===== src/rtl/enemy_draw_pkg.sv =====
// Shared constants, FSM encoding and the live-enemy search helper for the enemy
// sprite renderer.
package enemy_draw_pkg;

  localparam int DEF_SCREEN_W = 160;
  localparam int DEF_SCREEN_H = 120;
  localparam int X_W          = 8;
  localparam int Y_W          = 7;
  localparam int C_W          = 3;
  localparam int N_ENEMY      = 4;

  localparam logic [C_W-1:0] BLACK    = 3'b000;
  localparam logic [2:0]     NO_ENEMY = 3'd4;

  typedef enum logic [1:0] {IDLE, SELECT, DRAW, DONE} state_t;

  // Lowest enemy index >= from whose alive bit is set, or NO_ENEMY.
  function automatic logic [2:0] next_alive(input logic [N_ENEMY-1:0] alive,
                                            input logic [2:0]         from);
    logic [2:0] sel;
    sel = NO_ENEMY;
    for (int i = N_ENEMY - 1; i >= 0; i--)
      if (alive[i] && (3'(i) >= from)) sel = 3'(i);
    return sel;
  endfunction

endpackage


===== src/rtl/draw_enemy_sprites_if.sv =====
// Request (enemy snapshot inputs) and pixel-plot bundle between the game logic
// and the sprite renderer; erase exists only when ENEMY_ERASE_EN is defined.
interface draw_enemy_sprites_if;
  import enemy_draw_pkg::*;

  logic               start;
  logic [N_ENEMY-1:0] alive;
  logic [X_W-1:0]     ex1, ex2, ex3, ex4;
  logic [Y_W-1:0]     ey1, ey2, ey3, ey4;
  logic [C_W-1:0]     colour1, colour2, colour3, colour4;
`ifdef ENEMY_ERASE_EN
  logic               erase;
`endif
  logic [X_W-1:0]     x;
  logic [Y_W-1:0]     y;
  logic [C_W-1:0]     colour;
  logic               plot;
  logic               busy;
  logic               done;

  modport master (
`ifdef ENEMY_ERASE_EN
    output erase,
`endif
    output start, alive, ex1, ex2, ex3, ex4, ey1, ey2, ey3, ey4,
           colour1, colour2, colour3, colour4,
    input  x, y, colour, plot, busy, done
  );

  modport slave (
`ifdef ENEMY_ERASE_EN
    input  erase,
`endif
    input  start, alive, ex1, ex2, ex3, ex4, ey1, ey2, ey3, ey4,
           colour1, colour2, colour3, colour4,
    output x, y, colour, plot, busy, done
  );

endinterface


===== src/rtl/pixel_scan_counter.sv =====
// SIZE x SIZE raster counter: dx runs fastest, dy advances on dx wrap; last flags
// the final pixel of the sprite.
module pixel_scan_counter #(
  parameter int SIZE = 4
) (
  input  logic       clk,
  input  logic       resetn,
  input  logic       clear,
  input  logic       en,
  output logic [2:0] dx,
  output logic [2:0] dy,
  output logic       last
);

  localparam logic [2:0] MAX = 3'(SIZE - 1);

  always_ff @(posedge clk or negedge resetn) begin
    if (!resetn) begin
      dx <= '0;
      dy <= '0;
    end else if (clear) begin
      dx <= '0;
      dy <= '0;
    end else if (en) begin
      if (dx == MAX) begin
        dx <= '0;
        dy <= (dy == MAX) ? 3'd0 : dy + 3'd1;
      end else begin
        dx <= dx + 3'd1;
      end
    end
  end

  assign last = (dx == MAX) && (dy == MAX);

endmodule


===== src/rtl/draw_enemy_sprites.sv =====
// Snapshots the four enemies on start and streams one clipped pixel per cycle for
// every live one. Define ENEMY_ERASE_EN to add the erase (draw-in-black) input.
module draw_enemy_sprites
  import enemy_draw_pkg::*;
#(
  parameter int SIZE     = 4,
  parameter int SCREEN_W = DEF_SCREEN_W,
  parameter int SCREEN_H = DEF_SCREEN_H
) (
  input  logic                 clk,
  input  logic                 resetn,
  draw_enemy_sprites_if.slave  bus
);

  localparam logic [X_W:0] X_LIM = SCREEN_W[X_W:0];
  localparam logic [Y_W:0] Y_LIM = SCREEN_H[Y_W:0];

  state_t state, state_nxt;
  logic   snap, cnt_clear, cnt_en;

  logic [N_ENEMY-1:0] alive_q;
  logic [X_W-1:0]     ex_q  [N_ENEMY];
  logic [Y_W-1:0]     ey_q  [N_ENEMY];
  logic [C_W-1:0]     col_q [N_ENEMY];
`ifdef ENEMY_ERASE_EN
  logic               erase_q;
`endif

  logic [2:0]     idx, sel_idx;
  logic           found;
  logic [X_W-1:0] base_x;
  logic [Y_W-1:0] base_y;
  logic [C_W-1:0] base_col, pix_col;
  logic [2:0]     dx, dy;
  logic           last;
  logic [X_W:0]   sx;
  logic [Y_W:0]   sy;
  logic           in_range;

  pixel_scan_counter #(.SIZE(SIZE)) u_scan (
    .clk    (clk),
    .resetn (resetn),
    .clear  (cnt_clear),
    .en     (cnt_en),
    .dx     (dx),
    .dy     (dy),
    .last   (last)
  );

  assign sel_idx = next_alive(alive_q, idx);
  assign found   = (sel_idx != NO_ENEMY);

  // NOTE: sequential state uses non-blocking assignments so every flop samples pre-edge values.
  always_ff @(posedge clk or negedge resetn) begin
    if (!resetn) state <= IDLE;
    else         state <= state_nxt;
  end

  // NOTE: every output gets a default first, so no path can infer a latch.
  always_comb begin
    state_nxt = state;
    snap      = 1'b0;
    cnt_clear = 1'b0;
    cnt_en    = 1'b0;
    case (state)
      IDLE:   if (bus.start) begin
                snap      = 1'b1;
                state_nxt = SELECT;
              end
      SELECT: if (found) begin
                cnt_clear = 1'b1;
                state_nxt = DRAW;
              end else begin
                state_nxt = DONE;
              end
      DRAW:   begin
                cnt_en = 1'b1;
                if (last) state_nxt = SELECT;
              end
      DONE:   state_nxt = IDLE;
      default: state_nxt = IDLE;
    endcase
  end

  always_ff @(posedge clk or negedge resetn) begin
    if (!resetn)                      idx <= '0;
    else if (snap)                    idx <= '0;
    else if (cnt_clear)               idx <= sel_idx;
    else if (state == DRAW && last)   idx <= idx + 3'd1;
  end

  // NOTE: snapshot and base registers carry no reset: each is loaded before it is ever read.
  always_ff @(posedge clk) begin
    if (snap) begin
      alive_q  <= bus.alive;
      ex_q[0]  <= bus.ex1;     ex_q[1]  <= bus.ex2;
      ex_q[2]  <= bus.ex3;     ex_q[3]  <= bus.ex4;
      ey_q[0]  <= bus.ey1;     ey_q[1]  <= bus.ey2;
      ey_q[2]  <= bus.ey3;     ey_q[3]  <= bus.ey4;
      col_q[0] <= bus.colour1; col_q[1] <= bus.colour2;
      col_q[2] <= bus.colour3; col_q[3] <= bus.colour4;
`ifdef ENEMY_ERASE_EN
      erase_q  <= bus.erase;
`endif
    end
    if (cnt_clear) begin
      base_x   <= ex_q[sel_idx[1:0]];
      base_y   <= ey_q[sel_idx[1:0]];
      base_col <= col_q[sel_idx[1:0]];
    end
  end

  // Sums are one bit wider than the ports so off-screen pixels can be detected.
  assign sx       = {1'b0, base_x} + {{(X_W-2){1'b0}}, dx};
  assign sy       = {1'b0, base_y} + {{(Y_W-2){1'b0}}, dy};
  assign in_range = (sx < X_LIM) && (sy < Y_LIM);

`ifdef ENEMY_ERASE_EN
  assign pix_col = erase_q ? BLACK : base_col;
`else
  assign pix_col = base_col;
`endif

  always_ff @(posedge clk or negedge resetn) begin
    if (!resetn) begin
      bus.x      <= '0;
      bus.y      <= '0;
      bus.colour <= BLACK;
      bus.plot   <= 1'b0;
      bus.busy   <= 1'b0;
      bus.done   <= 1'b0;
    end else begin
      bus.busy <= (state != IDLE);
      bus.done <= (state == DONE);
      bus.plot <= 1'b0;
      if (state == DRAW) begin
        bus.x      <= sx[X_W-1:0];
        bus.y      <= sy[Y_W-1:0];
        bus.colour <= pix_col;
        bus.plot   <= in_range;
      end
    end
  end

endmodule

===== src/flat_wrapper.sv =====
// flat-port wrapper written by rule: the top's interface ports become plain ports
module draw_enemy_sprites_flat import enemy_draw_pkg::*;
#(
  parameter int SIZE     = 4,
  parameter int SCREEN_W = DEF_SCREEN_W,
  parameter int SCREEN_H = DEF_SCREEN_H
)
  (clk, resetn, bus_start, bus_alive, bus_ex1, bus_ex2, bus_ex3, bus_ex4, bus_ey1, bus_ey2, bus_ey3, bus_ey4, bus_colour1, bus_colour2, bus_colour3, bus_colour4, bus_x, bus_y, bus_colour, bus_plot, bus_busy, bus_done);
  draw_enemy_sprites_if bus_i ();
  input  logic clk;
  input  logic resetn;
  input wire logic [$bits(bus_i.start)-1:0] bus_start;
  input wire logic [$bits(bus_i.alive)-1:0] bus_alive;
  input wire logic [$bits(bus_i.ex1)-1:0] bus_ex1;
  input wire logic [$bits(bus_i.ex2)-1:0] bus_ex2;
  input wire logic [$bits(bus_i.ex3)-1:0] bus_ex3;
  input wire logic [$bits(bus_i.ex4)-1:0] bus_ex4;
  input wire logic [$bits(bus_i.ey1)-1:0] bus_ey1;
  input wire logic [$bits(bus_i.ey2)-1:0] bus_ey2;
  input wire logic [$bits(bus_i.ey3)-1:0] bus_ey3;
  input wire logic [$bits(bus_i.ey4)-1:0] bus_ey4;
  input wire logic [$bits(bus_i.colour1)-1:0] bus_colour1;
  input wire logic [$bits(bus_i.colour2)-1:0] bus_colour2;
  input wire logic [$bits(bus_i.colour3)-1:0] bus_colour3;
  input wire logic [$bits(bus_i.colour4)-1:0] bus_colour4;
  output wire logic [$bits(bus_i.x)-1:0] bus_x;
  output wire logic [$bits(bus_i.y)-1:0] bus_y;
  output wire logic [$bits(bus_i.colour)-1:0] bus_colour;
  output wire logic [$bits(bus_i.plot)-1:0] bus_plot;
  output wire logic [$bits(bus_i.busy)-1:0] bus_busy;
  output wire logic [$bits(bus_i.done)-1:0] bus_done;
  assign bus_i.start = bus_start;
  assign bus_i.alive = bus_alive;
  assign bus_i.ex1 = bus_ex1;
  assign bus_i.ex2 = bus_ex2;
  assign bus_i.ex3 = bus_ex3;
  assign bus_i.ex4 = bus_ex4;
  assign bus_i.ey1 = bus_ey1;
  assign bus_i.ey2 = bus_ey2;
  assign bus_i.ey3 = bus_ey3;
  assign bus_i.ey4 = bus_ey4;
  assign bus_i.colour1 = bus_colour1;
  assign bus_i.colour2 = bus_colour2;
  assign bus_i.colour3 = bus_colour3;
  assign bus_i.colour4 = bus_colour4;
  assign bus_x = bus_i.x;
  assign bus_y = bus_i.y;
  assign bus_colour = bus_i.colour;
  assign bus_plot = bus_i.plot;
  assign bus_busy = bus_i.busy;
  assign bus_done = bus_i.done;
  draw_enemy_sprites #(.SIZE(SIZE), .SCREEN_W(SCREEN_W), .SCREEN_H(SCREEN_H)) u_core (.clk(clk), .resetn(resetn), .bus(bus_i));
endmodule

===== config.mk =====
export PLATFORM = sky130hd
export DESIGN_NAME = draw_enemy_sprites_flat
export DESIGN_NICKNAME = d
export VERILOG_FILES = /design/src/rtl/enemy_draw_pkg.sv /design/src/rtl/draw_enemy_sprites_if.sv /design/src/rtl/pixel_scan_counter.sv /design/src/rtl/draw_enemy_sprites.sv /design/src/flat_wrapper.sv
export SDC_FILE = /design/constraint.sdc
export NUM_CORES = 1
export LEC_CHECK = 0
export CORE_AREA = 2 2 107 109
export CTS_BUF_LIST = sky130_fd_sc_hd__clkbuf_4
export DETAILED_ROUTE_END_ITERATION = 7
export DIE_AREA = 0 0 109 111
export GPL_TIMING_DRIVEN = 0
export PLACE_DENSITY = 0.85
export SYNTH_ARGS = -nofsm -noshare
export SYNTH_HDL_FRONTEND = slang
export SYNTH_SLANG_ARGS = --single-unit

===== constraint.sdc =====
create_clock -name clk -period 4.85 [get_ports clk]
set_input_delay 0.97 -clock clk [delete_from_list [all_inputs] [get_ports clk]]
set_output_delay 0.97 -clock clk [all_outputs]
set_load 0.05 [all_outputs]

==> reports/results.md <==
### Run status
- finished, final reports clean — result of the run

### Worst setup path
- 1 — buffer and inverter count on the worst path
- u_core.bus.colour[1]$_DFFE_PN0P_ — start point of the critical path
- clkdlybuf4s50_1 — cells along the critical path
- 8 — r2r worst-path depth
- 840 ps — longest individual stage delay on the worst path
- output pin — critical path endpoint category
- u_core.base_x[0]$_DFFE_PP_ — r2r endpoint
- register — category of the worst setup path launch point
- sky130_fd_sc_hd__clkdlybuf4s50_1 — CP max-delay cell
- 1700 ps — data arrival at the endpoint of the critical path
- bus_colour[1] — critical path endpoint
- buffers and inverters — family with the most delay on the worst path
- 2 — critical path fanouts, max
- 1 — cell count along the critical path
- u_core.idx[0]$_DFFE_PN0P_ — Reg-to-Reg Start
- reg -> out — Worst Path Class, Setup
- 3880 ps — required time of the critical path
- 2420 ps — reg-to-reg setup timing slack

### Detailed routing
- 11300 um — post-detailed-routing wire length
- 0 — post-route ant nets
- 3546 — routed via count
- 16.9 um — final routed wire length divided by cell count
- 231 — count of routing violations after the opening detailed-route iteration
- 5.28 — average vias per placed instance
- 5 — number of detailed-routing iterations run before antenna repair
- 0 — count of unresolved DRC violations after routing

### GRT
- 36 — pin count of the biggest net entering global routing
- 0 — GRT Residual Overflow
- 0 — antenna violations before repair
- 0.203 — total routing resource utilization after global routing
- 18400 um — wire length of the first global-routing pass
- 3806 — number of global-route vias before repair

### Logic synthesis
- 94 — number of enable flip-flop cells after synthesis
- 13.4 sq um — Avg Cell Area, Syn
- sky130_fd_sc_hd__edfxtp_1 — commonest register cell after synthesis
- 48 — number of library cell types mapped by synthesis
- 0.254 — proportion of register bits with asynchronous set or reset after synthesis
- 126 — FF+latch count, synth
- 394 — Syn Inst Count
- 0.00529 sq mm — combined area of all synthesized cells
- 486 — net count after synthesis
- 0 — Synth Warn #
- 0.685 — register area share after synthesis

### Layout
- 0.133 — share of layout cells above drive strength 1
- sky130_fd_sc_hd__clkdlybuf4s50_1 (98), sky130_fd_sc_hd__edfxtp_1 (94), sky130_fd_sc_hd__nand2_1 (72) — highest-count cells in the layout ignoring fill and taps
- 0 — ant diodes
- 29.6% — synthesis-to-layout area growth
- 607 — total number of nets in the final design
- 820 — number of fill cells
- 0.619 — Finished Core Util
- sky130_fd_sc_hd__clkdlybuf4s50_1 — most common cell after layout, fill and taps aside

### STA
- 0.535 — worst rel slew slack
- 20.5 ps — post-route clock skew
- 0.550 — portion of the clock cycle consumed by the worst path in the final layout
- 2180 ps — worst setup slack after layout
- 375 MHz — Max Clk Rate
- 698 ps — Slew @ Worst Pin
- 0 — total count of max-transition violations in the final report
- 0 — count of endpoints failing setup in the final report
- 0 — final hold vios
- no — RSZ-0062 raised after global routing
- 2670 ps — crit path time final
- 0 ps — total negative setup slack

### Clock network
- built — TritonCTS clock tree
- 500 ps — insertion delay of the later-clocked pin in the worst-skew pair
- 100 ps — clock transition at the registers of the reported paths
- sky130_fd_sc_hd__clkbuf_4 — root buffer cell
- 2 — buffer levels on the longest clock path
- 4 — maximum level of the CTS H-tree
- 0 — count of instances resized after the clock tree is built
- 0 — hold buffers post-CTS
- 0 — post-CTS setup buffer count
- 17 — CTS Buf Count
- 126 — clock sink count

### Floorplan
- 100 — I/O pin total
- 0.477 — starting utilization of the core area
- 39 — standard-cell row count
- 0.0121 sq mm — total die area
- 111 um — Die Ht
- 0.0111 sq mm — Std-Cell Core Area
- 109 um — Die X

### Job
- 0 — number of maximum-capacitance violations

### Place
- 0.817 — final estimated routing congestion in global placement
- 99 — IO Port Bufs
- 2090 ps — Post-Place Worst Slack
- 8210 um — estimated wirelength of the detail-placed design

### Power and ir drop
- 634 mW/mm^2 — Power Density
- 0.285 mV — largest vdd supply drop
- 2.57 nW — Leakage Power

### Hold path
- reg -> reg — class of the worst hold path

state kept, by name (all words and copies together), names as in the netlist:
signal / cells
u_core.base_x: 8
u_core.ex_q: 32
u_core.u_scan.dx: 3
u_core.bus.y: 7
u_core.bus.colour: 3
u_core.bus.busy: 1
u_core.col_q: 12
u_core.bus.done: 1
u_core.state: 2
u_core.u_scan.dy: 3
u_core.alive_q: 4
u_core.bus.plot: 1
u_core.bus.x: 8
u_core.idx: 3
u_core.base_col: 3
u_core.ey_q: 28
u_core.base_y: 7
layer usage:
metal	GRT usage	part of all wire
met5	0	0
met4	0.0846	0.019
met3	0.0670	0.050
met2	0.341	0.53
met1	0.234	0.40
layout make-up:
class	count	area, sq um	area share
plain buffers	15	100	0.0146
clock buffers	17	128	0.0186
clock inverters	15	194	0.0283
inverters	11	41.3	0.00603
multi-input cells	242	1530	0.224
flip-flops and latches	126	3620	0.529
well taps	143	179	0.0261
repair buffers	102	1050	0.154
cells in the mapped netlist (4+ instances only):
| cell type | count | area [sq um] |
|---|---|---|
| sky130_fd_sc_hd__nand3_1 | 4 | 20.0 |
| sky130_fd_sc_hd__nand2b_1 | 5 | 31.3 |
| sky130_fd_sc_hd__edfxtp_1 | 94 | 2820 |
| sky130_fd_sc_hd__a22oi_1 | 6 | 45.0 |
| sky130_fd_sc_hd__nor2b_1 | 5 | 31.3 |
| sky130_fd_sc_hd__a21oi_2 | 10 | 87.6 |
| sky130_fd_sc_hd__inv_1 | 11 | 41.3 |
| sky130_fd_sc_hd__clkbuf_1 | 9 | 33.8 |
| sky130_fd_sc_hd__dfrtp_1 | 32 | 801 |
| sky130_fd_sc_hd__a22oi_2 | 12 | 150 |
| sky130_fd_sc_hd__nand2_1 | 72 | 270 |
| sky130_fd_sc_hd__xnor2_1 | 4 | 35.0 |
| sky130_fd_sc_hd__xor2_1 | 8 | 70.1 |
| sky130_fd_sc_hd__ha_1 | 11 | 138 |
| sky130_fd_sc_hd__nor2_1 | 12 | 45.0 |
| sky130_fd_sc_hd__o21ai_0 | 22 | 110 |
| sky130_fd_sc_hd__a21oi_1 | 34 | 170 |
worst min-delay path by stage:
stage	from	to	slack, ps	cells past startpoint
after floorplan	u_core.base_col[0]$_DFFE_PP_	u_core.bus.colour[0]$_DFFE_PN0P_	410	2
after global placement	u_core.base_col[1]$_DFFE_PP_	u_core.bus.colour[1]$_DFFE_PN0P_	430	2
after detailed placement	u_core.base_col[0]$_DFFE_PP_	u_core.bus.colour[0]$_DFFE_PN0P_	430	2
after CTS	u_core.base_col[1]$_DFFE_PP_	u_core.bus.colour[1]$_DFFE_PN0P_	470	2
after global routing	resetn	u_core.bus.x[7]$_DFFE_PN0P_	490	1
final	u_core.base_col[1]$_DFFE_PP_	u_core.bus.colour[1]$_DFFE_PN0P_	470	2
logic make-up (layout without fill, tap and decap cells):
group / count (synthesis) / in the layout / synth area share
buf+inv: 26 / 160 / 0.0267
mux: 2 / 2 / 0.00379
fa+ha+maj: 13 / 13 / 0.0336
flops: 126 / 126 / 0.685
xor+xnor: 12 / 12 / 0.0199
compound gates: 100 / 100 / 0.132
simple gates: 115 / 115 / 0.0985
report_power, final:
part / leakage [nW] / switching, W / total, W / internal, W
sequential: 1.28 / 0.000181 / 0.00175 / 0.00157
combinational: 1.11 / 0.00113 / 0.00179 / 0.000668
clock: 0.171 / 0.000389 / 0.000797 / 0.000409
total: 2.57 / 0.00170 / 0.00434 / 0.00264
stage by stage:
| step | instance area (sq um) | cells | hold slack, ps | total power (W) |
|---|---|---|---|---|
| floorplan | 5290 | 394 | 415 | 0.00293 |
| global placement | 6460 | 636 | 428 | 0.00341 |
| detailed placement | 6540 | 639 | 433 | 0.00356 |
| CTS | 6860 | 671 | 470 | 0.00435 |
| global route | 6850 | 671 | 487 | 0.00459 |
| finish | 6850 | 671 | 468 | 0.00434 |
Note: power is estimated with default switching activity, not from simulation.
